$ cat config.mk
export PLATFORM = sky130hd
export DESIGN_NAME = sdram_cpu_bridge
export DESIGN_NICKNAME = d
export VERILOG_FILES = /design/src/rtl/sdram_cpu_bridge.sv
export SDC_FILE = /design/constraint.sdc
export NUM_CORES = 1
export LEC_CHECK = 0
export ABC_CLOCK_PERIOD_IN_PS = 2000
export CORE_MARGIN = 2
export CORE_UTILIZATION = 40
export DETAILED_ROUTE_END_ITERATION = 8
export PLACE_DENSITY = 0.9
export RECOVER_POWER = 50
export SLEW_MARGIN = 25
export SYNTH_ARGS = -nofsm -noshare
export SYNTH_HDL_FRONTEND = slang
export SYNTH_SLANG_ARGS = --single-unit
$ cat constraint.sdc
create_clock -name clk_hi -period 2 [get_ports clk_hi]
set_input_delay 0.4 -clock clk_hi [delete_from_list [all_inputs] [get_ports clk_hi]]
set_output_delay 0.4 -clock clk_hi [all_outputs]
set_load 0.02 [all_outputs]
$ cat src/rtl/sdram_cpu_bridge.sv
// CPU byte-access front-end for the SDRAM controller: slot phase, init sequencing, one-slot accesses.
// Optional read/write access counters are built when SDRAM_BRIDGE_STATS_EN is defined.
module sdram_cpu_bridge #(
  parameter int unsigned ADDR_W       = 25,
  parameter int unsigned READ_PHASE   = 5,
  parameter int unsigned INIT_SLOTS   = 4,
  parameter int unsigned WARMUP_SLOTS = 32
) (
  input  logic              clk_hi,
  input  logic              rst,
  input  logic              cpu_req,
  input  logic              cpu_we,
  input  logic [ADDR_W-1:0] cpu_addr,
  input  logic [7:0]        cpu_wdata,
  output logic [7:0]        cpu_rdata,
  output logic              cpu_ack,
  output logic              cpu_ready,
  output logic [2:0]        sdt,
  output logic              mem_init,
  output logic [23:0]       mem_addr,
  output logic [1:0]        mem_ds,
  output logic [15:0]       mem_din,
  input  logic [15:0]       mem_dout,
  output logic              mem_oe,
  output logic              mem_we,
  output logic [15:0]       stat_rd_cnt,
  output logic [15:0]       stat_wr_cnt
);

  localparam int unsigned MEM_AW    = 24;
  localparam int unsigned MAX_SLOTS = (INIT_SLOTS > WARMUP_SLOTS) ? INIT_SLOTS : WARMUP_SLOTS;
  localparam int unsigned CNT_W     = $clog2(MAX_SLOTS + 1);

  typedef enum logic [1:0] {
    ST_INIT,
    ST_WARMUP,
    ST_IDLE,
    ST_BUSY
  } state_e;

  state_e            state_q, state_d;
  logic [2:0]        sdt_q, sdt_d;
  logic [CNT_W-1:0]  slot_cnt_q, slot_cnt_d;
  logic              mem_init_q, mem_init_d;
  logic              mem_oe_q, mem_oe_d;
  logic              mem_we_q, mem_we_d;
  logic [MEM_AW-1:0] mem_addr_q, mem_addr_d;
  logic [1:0]        mem_ds_q, mem_ds_d;
  logic [15:0]       mem_din_q, mem_din_d;
  logic              cpu_ack_q, cpu_ack_d;
  logic [7:0]        cpu_rdata_q, cpu_rdata_d;
  logic              cpu_ready_q, cpu_ready_d;

  logic slot_end_c;
  logic accept_c;

  assign slot_end_c = (sdt_q == 3'd7);
  assign accept_c   = (state_q == ST_IDLE) && slot_end_c && cpu_req;

  always_ff @(posedge clk_hi or posedge rst) begin
    if (rst) begin
      state_q     <= ST_INIT;
      sdt_q       <= 3'd0;
      slot_cnt_q  <= '0;
      mem_init_q  <= 1'b1;
      mem_oe_q    <= 1'b0;
      mem_we_q    <= 1'b0;
      mem_addr_q  <= '0;
      mem_ds_q    <= 2'b00;
      mem_din_q   <= 16'h0000;
      cpu_ack_q   <= 1'b0;
      cpu_rdata_q <= 8'h00;
      cpu_ready_q <= 1'b0;
    end else begin
      state_q     <= state_d;
      sdt_q       <= sdt_d;
      slot_cnt_q  <= slot_cnt_d;
      mem_init_q  <= mem_init_d;
      mem_oe_q    <= mem_oe_d;
      mem_we_q    <= mem_we_d;
      mem_addr_q  <= mem_addr_d;
      mem_ds_q    <= mem_ds_d;
      mem_din_q   <= mem_din_d;
      cpu_ack_q   <= cpu_ack_d;
      cpu_rdata_q <= cpu_rdata_d;
      cpu_ready_q <= cpu_ready_d;
    end
  end

  always_comb begin
    state_d     = state_q;
    sdt_d       = sdt_q + 3'd1;
    slot_cnt_d  = slot_cnt_q;
    mem_init_d  = mem_init_q;
    mem_oe_d    = mem_oe_q;
    mem_we_d    = mem_we_q;
    mem_addr_d  = mem_addr_q;
    mem_ds_d    = mem_ds_q;
    mem_din_d   = mem_din_q;
    cpu_ack_d   = 1'b0;
    cpu_rdata_d = cpu_rdata_q;
    cpu_ready_d = cpu_ready_q;

    case (state_q)
      ST_INIT: begin
        if (slot_end_c) begin
          if (slot_cnt_q == CNT_W'(INIT_SLOTS - 1)) begin
            slot_cnt_d = '0;
            mem_init_d = 1'b0;
            state_d    = ST_WARMUP;
          end else begin
            slot_cnt_d = slot_cnt_q + CNT_W'(1);
          end
        end
      end
      ST_WARMUP: begin
        if (slot_end_c) begin
          if (slot_cnt_q == CNT_W'(WARMUP_SLOTS - 1)) begin
            slot_cnt_d  = '0;
            cpu_ready_d = 1'b1;
            state_d     = ST_IDLE;
          end else begin
            slot_cnt_d = slot_cnt_q + CNT_W'(1);
          end
        end
      end
      ST_IDLE: begin
        // Accepting only at a slot end leaves the following slot free for refresh.
        if (accept_c) begin
          mem_addr_d = MEM_AW'(cpu_addr[ADDR_W-1:1]);
          mem_ds_d   = cpu_addr[0] ? 2'b10 : 2'b01;
          mem_din_d  = {cpu_wdata, cpu_wdata};
          mem_we_d   = cpu_we;
          mem_oe_d   = ~cpu_we;
          state_d    = ST_BUSY;
        end
      end
      ST_BUSY: begin
        if (mem_oe_q && (sdt_q == 3'(READ_PHASE))) begin
          cpu_rdata_d = mem_ds_q[1] ? mem_dout[15:8] : mem_dout[7:0];
        end
        if (slot_end_c) begin
          mem_oe_d  = 1'b0;
          mem_we_d  = 1'b0;
          cpu_ack_d = 1'b1;
          state_d   = ST_IDLE;
        end
      end
      default: begin
        state_d = ST_INIT;
      end
    endcase
  end

  assign sdt       = sdt_q;
  assign mem_init  = mem_init_q;
  assign mem_oe    = mem_oe_q;
  assign mem_we    = mem_we_q;
  assign mem_addr  = mem_addr_q;
  assign mem_ds    = mem_ds_q;
  assign mem_din   = mem_din_q;
  assign cpu_ack   = cpu_ack_q;
  assign cpu_rdata = cpu_rdata_q;
  assign cpu_ready = cpu_ready_q;

`ifdef SDRAM_BRIDGE_STATS_EN
  logic [15:0] rd_cnt_q, rd_cnt_d;
  logic [15:0] wr_cnt_q, wr_cnt_d;

  // Saturating access counters, stepped at request acceptance.
  always_comb begin
    rd_cnt_d = rd_cnt_q;
    wr_cnt_d = wr_cnt_q;
    if (accept_c) begin
      if (cpu_we) begin
        if (wr_cnt_q != 16'hFFFF) wr_cnt_d = wr_cnt_q + 16'd1;
      end else begin
        if (rd_cnt_q != 16'hFFFF) rd_cnt_d = rd_cnt_q + 16'd1;
      end
    end
  end

  always_ff @(posedge clk_hi or posedge rst) begin
    if (rst) begin
      rd_cnt_q <= 16'h0000;
      wr_cnt_q <= 16'h0000;
    end else begin
      rd_cnt_q <= rd_cnt_d;
      wr_cnt_q <= wr_cnt_d;
    end
  end

  assign stat_rd_cnt = rd_cnt_q;
  assign stat_wr_cnt = wr_cnt_q;
`else
  assign stat_rd_cnt = 16'h0000;
  assign stat_wr_cnt = 16'h0000;
`endif

endmodule

### Word level (Yosys, flattened, before mapping)

Cells that the tools add are included.

| operators by class | value |
|---|---|
| add/subtract/negate cells | 2 |
| $mul | 0 |
| divide/modulo/power cells | 0 |
| $lt $le $gt $ge | 0 |
| equal/unequal tests | 13 |
| shift-type cells | 0 |
| mux-type cells | 21 |
| bitwise operators | 1 |
| reduce and logical (&&, ||, !) cells | 13 |

Operators with widths:

| operator | count |
|---|---|
| two-way mux 6 bit | 4 |
| two-way mux 2 bit | 7 |
| != test 2 bit (second input constant) | 6 |
| one-hot mux 6 bit (2 select lines) | 1 |
| AND reduction 3 bit | 4 |
| two-way mux 8 bit | 1 |
| one-hot mux 2 bit (4 select lines) | 1 |
| adder 6 x 1 -> 6 bit (second input constant) | 1 |
| equality test 3 bit (second input constant) | 2 |
| equality test 6 x 2 -> 1 bit (second input constant) | 1 |
| equality test 6 x 5 -> 1 bit (second input constant) | 1 |
| AND reduction 6 bit | 1 |
| two-way mux 1 bit | 5 |
| equality test 2 bit (second input constant) | 2 |
| one-hot mux 1 bit (2 select lines) | 2 |
| AND reduction 2 bit | 2 |
| nonzero test 2 bit | 2 |
| adder 3 x 1 -> 3 bit (second input constant) | 1 |
| logical AND 1 bit | 3 |
| equality test 2 x 1 -> 1 bit (second input constant) | 1 |
| zero test 2 bit | 1 |
| inverter 1 bit | 1 |

| word-level totals | value |
|---|---|
| register bits | 66 |
| bits in latches | 0 |
| bits in writable memories | 0 |
| memory bits (read-only) | 0 |
| input bits | 53 |
| output and inout bits | 90 |
| logic and storage cells | 62 |
| memories | 0 |

### Depth between registers and ports, before layout

Gate-level depths: netlist (run 1).

| depth | value |
|---|---|
| depth in word-level cells | 5 |
| gate-level depth with buffers | 7 |
| mapped depth without buffers | 5 |

### Worst setup path after synthesis (run 1)

Ideal clock, no wire load.

| path | value |
|---|---|
| path type | register to register |
| start point | register sdt_q[0], in the netlist sdt[0] |
| end point | register mem_init_q, in the netlist mem_init |
| setup time | 0.077 ns |
| data arrival time | 1.677 ns |
| data required time | 1.923 ns |
| setup slack | 0.246 ns |
| stages on the path, launching flop included | 6 |
| path buffers | 0 |
| period minus slack after synthesis | 1.754 ns |
| cells stage by stage | dfrtp_1 > ha_1 > ha_1 > nand2b_4 > or4_4 > and2_1 |

| between the ends | value |
|---|---|
| longest elaborated chain between the ends | 2 |

RTL lines:

| what | RTL line | source |
|---|---|---|
| from (decl) | 42 | `logic [2:0] sdt_q, sdt_d;` |
| from (signal assigned) | 76 | `sdt_q <= sdt_d;` |
| equality test 3 bit | 57 | `assign slot_end_c = (sdt_q == 3'd7);` |
| AND reduction 3 bit (no line) | n/a |  |
| to (signal assigned) | 78 | `mem_init_q <= mem_init_d;` |
| to (decl) | 44 | `logic mem_init_q, mem_init_d;` |

Every way passes these cells.
A chain may end at the register's enable or synchronous reset.

### Final worst setup path (run 1)

| path | value |
|---|---|
| start point | register mem_init_q, in the netlist mem_init |
| end point | output port mem_init |

RTL lines:

| what | RTL line | source |
|---|---|---|
| to (decl) | 19 | `output logic mem_init,` |

No word-level cell between the ends.

==> flow_metrics.tcl, run 1 <==
set metrics [dict create \
    status "complete, no violations" \
    fillers 575 \
    design.core.area_um2 6720 \
    power_density_nw_per_um2 616 \
    die_x_um 86.7 \
    skew_ps 6.45 \
    slew_viol_final 0 \
    cts_made_buffers 9 \
    r2r_end "slot_cnt_q[2]$_DFFE_PP0P_" \
    portBuffers 110 \
    start_util_pct 40.7 \
    cts_tree "done" \
    diodes 0 \
    cap_viol_max_count 0 \
    synth_cell_types 38 \
    crit_fanout 2 \
    crit_path_end_kind "output port" \
    regToRegSetupSlack_ps 200 \
    min_path_type "reg2reg" \
    dp_hpwl_mm 4.73 \
    cp_cell_sequence "clkdlybuf4s50_1" \
    dp.cells 457 \
    grt_max_degree 35 \
    startpoint "mem_init$_DFFE_PP1P_" \
    cellLeakagePower_uw 0.00187 \
    drc 0 \
    crit_cells 1 \
    cp_top_family "buffers and inverters" \
    antenna_found_initial 0 \
    grtUsageTotal_pct 16.9 \
    fin_crit_sh_pct 93.1 \
    drive_above_1_share_pct 11.2 \
    cts.path.max_buffers 2 \
    die-area_um2 7520 \
    first_pass_iters 4 \
    cts.sinks 58 \
    finalSetupTns_ps 0 \
    synth_common_cells "105 x nand2_1, 57 x dfrtp_1, 40 x buf_4, 16 x mux2_2" \
    cts-htree-levels 3 \
    crit_path_top_delay_cell "clkdlybuf4s50_1" \
    synth_largest_area_cell "dfrtp_1" \
    synth_most_common_cell "nand2_1" \
    ant_nets 0 \
    ys.flop_type "dfrtp_1" \
    cp-endpoint "mem_init" \
    rsz0062_at_grt "no" \
    r2r-start "sdt[0]$_DFF_PP0_" \
    synth_top_area_share_pct 52.2 \
    io_pins 143 \
    synth_edf_count 0 \
    yosysWarnings 0 \
    critical_path_arrival_ps 1460 \
    final_nets 445 \
    dr_total_vias 2203 \
    clockRootBuffer "clkbuf_8" \
    syn_avg_cell_area_um2 9.77 \
    netlist_top_cells_area "dfrtp_1 52%, nand2_1 14%, buf_4 11%" \
    hold_ws_ps 472 \
    synth-seq-cells 58 \
    worstSetupPathType "reg2out" \
    reg2regPathDepth 5 \
    worst_path_largest_cell_delay_ps 610 \
    drt-initial-drc-count 68 \
    synthToLayoutAreaGrowth_pct 43.8 \
    grt_pass1_vias 2210 \
    yosysSeqAreaShare_pct 53.1 \
    post-route-min-period_ps 1860 \
    ctsHoldBuffers 0 \
    hold_viol 0 \
    row_count 30 \
    maxSlewHeadroom_pct 17.0 \
    cp_num_buf_inv 1 \
    syn_area_um2 2740 \
    clock.fmax_mhz 537 \
    grt_pass1_wl_mm 10.0 \
    die_h_um 86.7 \
    globalplace.congestion 0.740 \
    worst_pin_slew_ps 1250 \
    routedWlPerCell_um 13.3 \
    async_reset_ff_share_pct 100 \
    required_ps 1600 \
    clk_pin_slew_ps 60 \
    clock_latency_ps 320 \
    peakVddDrop_v 0.000259 \
    setup-violations-final 0 \
    vias_per_cell 4.66 \
    fin_cells 473 \
    netlist_instances 280 \
    cp-start-kind "flop" \
    routed_wl_mm 6.27 \
    overflow 0 \
]
through the flow:
stage	power (µW)	area, µm²	setup WS (ps)	utilization, %
floorplan	1350	2850	174	-
finish	2420	3930	138	58.5
CTS	2460	3940	5.47	58.6
global route	2530	3930	51.9	58.5
detailed placement	1430	3750	223	55.8
global placement	1430	3750	295	55.8
cell type report:
type | count | area (µm²) | share of cell area, %
inverters | 6 | 22.5 | 0.573
well taps | 80 | 100 | 2.55
flip-flops and latches | 58 | 1450 | 37.0
clock inverters | 6 | 57.6 | 1.46
repair buffers | 116 | 1140 | 29.0
clock buffers | 10 | 128 | 3.25
multi-input cells | 197 | 1030 | 26.2
worst min path at each step:
stage	from	end	slack, ps	cells after the start
floorplan	cpu_we	mem_oe$_DFFE_PP0P_	480	1
global placement	mem_addr[3]$_DFFE_PP0P_	mem_addr[3]$_DFFE_PP0P_	460	2
detailed placement	mem_addr[12]$_DFFE_PP0P_	mem_addr[12]$_DFFE_PP0P_	460	2
CTS	rst	cpu_rdata[6]$_DFFE_PP0P_	440	3
global route	mem_addr[6]$_DFFE_PP0P_	mem_addr[6]$_DFFE_PP0P_	500	2
finish	mem_addr[12]$_DFFE_PP0P_	mem_addr[12]$_DFFE_PP0P_	470	2
layout by cell type, fill, tap and decap left out, types with 2 or more instances in the layout:
| cell type | count |
|---|---|
| nor2b_1 | 2 |
| clkbuf_1 | 2 |
| nand3_1 | 3 |
| conb_1 | 32 |
| clkinv_2 | 4 |
| nand4_1 | 2 |
| clkdlybuf4s50_1 | 109 |
| nand2b_1 | 2 |
| ha_1 | 4 |
| nor2_1 | 2 |
| nand2_1 | 105 |
| inv_1 | 5 |
| and3_1 | 2 |
| mux2_2 | 16 |
| dfrtp_1 | 56 |
| clkbuf_8 | 9 |
| o31ai_1 | 2 |
| a31o_2 | 2 |
| buf_4 | 4 |
| o21ai_0 | 4 |
per-layer routing:
layer / global-route usage (%) / part of all wire (%) / vias up
met5: 0 / 0 / -
met3: 4.76 / 7.5 / 7
met1: 19.4 / 40 / 1051
met4: 6.68 / 0.86 / 0
li1: - / - / 1047
met2: 29.9 / 51 / 98
sequential cells by signal, indices dropped and copies added, names as in the netlist:
signal      flops
mem_addr       24
cpu_rdata       8
mem_din         8
slot_cnt_q      6
sdt             3
mem_ds          2
state_q         2
cpu_ack         1
cpu_ready       1
mem_init        1
mem_oe          1
mem_we          1
logic make-up (layout without fill, tap and decap cells):
logic type	Yosys count	in the layout	synth area share (%)
AND/OR/NAND/NOR	128	128	20.3
other	1	32	0.137
multiplexers	16	16	6.59
buffers and inverters	56	138	13.4
flip-flops	58	58	53.1
AO/OA/AOI/OAI	16	16	4.25
XOR/XNOR	1	1	0.320
adder cells (fa/ha/maj)	4	4	1.83
power breakdown:
part           leakage [µW]  total [µW]  internal, µW  switching (µW)
Sequential         0.000767        1190          1180            4.04
Combinational       0.00100         223           115             109
Clock             0.0000958        1010           566             445
what timing repair did:
item,CTS,global route
buffers inserted,0,0
setup endpoints to repair,0,1
resized for setup,0,1
Note: power is estimated with default switching activity, not from simulation.
==> run 2, diff against run 1 <==
--- a/config.mk
+++ b/config.mk
@@ -6,7 +6,6 @@
 export NUM_CORES = 1
 export LEC_CHECK = 0
 export ABC_CLOCK_PERIOD_IN_PS = 2000
-export CORE_MARGIN = 2
 export CORE_UTILIZATION = 40
 export DETAILED_ROUTE_END_ITERATION = 8
 export PLACE_DENSITY = 0.9
==> flow_metrics.tcl, run 2 (synthesis gave the netlist of run 1 again) <==
set metrics [dict create \
    cts_made_buffers 9 \
    p_int_uw 1870 \
    critical_path_arrival_ps 1470 \
    worst_path_largest_cell_delay_ps 600 \
    wl_met2_mm 3.03 \
    slew_viol_final 0 \
    final_nets 445 \
    worstHoldStart "mem_addr[3]$_DFFE_PP0P_" \
    worstSetupPathType "reg2out" \
    hold_viol 0 \
    row_count 29 \
    required_ps 1600 \
    antenna_found_initial 0 \
    p_sw_uw 552 \
    seq_power_share_pct 49.0 \
    cellLeakagePower_uw 0.00188 \
    top_layer_used "met4" \
    clock.fmax_mhz 535 \
    violations "DRC" \
    first_pass_iters 9 \
    diodes 0 \
    routed_wl_mm 6.23 \
    grtUsageTotal_pct 17.8 \
    die_h_um 84.7 \
    post-route-min-period_ps 1870 \
    overflow 0 \
    pwr-share-clk_pct 41.9 \
    r2r-start "sdt[0]$_DFF_PP0_" \
    seqCellArea_um2 1450 \
    p_comb_share_pct 9.1 \
    cts_resized 0 \
    worst_pin_slew_ps 1270 \
    dp_hpwl_mm 4.43 \
    min_path_type "reg2reg" \
    crit_fanout 2 \
    setup-violations-final 0 \
    die-area_um2 7170 \
    drive_above_1_share_pct 11.2 \
    maxSlewHeadroom_pct 15.2 \
    swShare_pct 22.8 \
    startpoint "mem_init$_DFFE_PP1P_" \
    vias_per_cell 4.74 \
    skew_ps 7.17 \
    ctsHoldBuffers 0 \
    die_x_um 84.7 \
    rsz0062_at_grt "no" \
    cts_tree "done" \
    cts.path.max_buffers 2 \
    largest_reg_flops 24 \
    finalSetupTns_ps 0 \
    met1Wirelength_mm 2.65 \
    mostFrequentLayoutCells "109 x clkdlybuf4s50_1, 105 x nand2_1, 57 x dfrtp_1" \
    cp_top_family "buffers and inverters" \
    fin_crit_sh_pct 93.5 \
    crit_path_top_delay_cell "clkdlybuf4s50_1" \
    cap_viol_max_count 0 \
    cts.sinks 58 \
    status "finished, violations left" \
    clock_latency_ps 320 \
    cp-start-kind "flop" \
    grt_max_degree 59 \
    multi_input_area_um2 1030 \
    design.core.area_um2 6460 \
    io_pins 143 \
    timing.final.ws_setup_ps 129 \
    globalplace.congestion 0.766 \
    dr_total_vias 2221 \
    peakVddDrop_v 0.000361 \
    ant_nets 0 \
    power_density_nw_per_um2 615 \
    final_common_cell "clkdlybuf4s50_1" \
    cts-htree-levels 3 \
    clk_pin_slew_ps 60 \
    fillers 526 \
    met3_length_um 485 \
    post-place-ws_ps 258 \
    postCtsSetupBuffers 0 \
    grt_pass1_wl_mm 9.90 \
    synthToLayoutAreaGrowth_pct 43.9 \
    grt_pass1_vias 2114 \
    regToRegSetupSlack_ps 240 \
    portBuffers 110 \
    drt-initial-drc-count 112 \
    routedWlPerCell_um 13.3 \
    start_util_pct 42.3 \
    crit_path_end_kind "output port" \
    cp_cell_sequence "clkdlybuf4s50_1" \
    clockRootBuffer "clkbuf_8" \
    drc 11 \
    cp_num_buf_inv 1 \
]
==> run 2: cell count changes in the layout (fill, tap and decap cells not counted), sizes merged <==
| cell | previous run | this run |
|---|---|---|
| buf | 4 | 6 |
| clkbuf | 12 | 13 |
| bufinv | 1 | 0 |
| clkinv | 5 | 3 |
| clkinvlp | 1 | 0 |
==> run 2: metrics by stage <==
step | hold slack (ps) | cells | utilization (%) | power, µW | area [µm²]
2_1_floorplan | 482 | 311 | - | 1350 | 2850
3_3_place_gp | 458 | 454 | 58.2 | 1430 | 3760
3_5_place_dp | 465 | 454 | 58.2 | 1430 | 3760
4_1_cts | 451 | 469 | 61.2 | 2450 | 3950
5_1_grt | 507 | 469 | 60.9 | 2510 | 3940
6_report | 476 | 469 | 60.9 | 2420 | 3940
==> run 2: final cells by class <==
| type | instances | area share, % |
|---|---|---|
| clock buffers | 13 | 4.55 |
| clock inverters | 2 | 0.254 |
| inverters | 6 | 0.572 |
| multi-input cells | 197 | 26.2 |
| flip-flops and latches | 58 | 36.9 |
| well taps | 77 | 2.45 |
| repair buffers | 116 | 29.1 |
==> run 2: routing by layer <==
metal	vias up	GRT usage, %
li1	1046	-
met1	1058	21.4
met2	107	30.0
met3	10	5.01
met4	0	7.55
met5	-	0
==> run 2: power by group through the flow <==
stage,clock network [µW],logic (µW),registers (µW)
floorplan,0,132,1220
global placement,0,225,1210
detailed placement,0,227,1210
CTS,1030,228,1190
global route,1090,238,1190
finish,1010,222,1190
==> run 2: tightest hold or removal path, stage by stage (launching register included) <==
cell and delay [ps]:
dfrtp_1 340, nand2_1 50, nand2_1 60
==> run 2: path summary, 6_finish.rpt <==
kind | to | depth (start not counted)
max in group asynchronous | cpu_rdata[1]$_DFFE_PP0P_ | 3
setup reg to reg | mem_init$_DFFE_PP1P_ | 5
min in group asynchronous | mem_addr[4]$_DFFE_PP0P_ | 3
setup / recovery | mem_init | 1
hold reg to reg | mem_addr[3]$_DFFE_PP0P_ | 2
hold / removal | mem_addr[3]$_DFFE_PP0P_ | 2
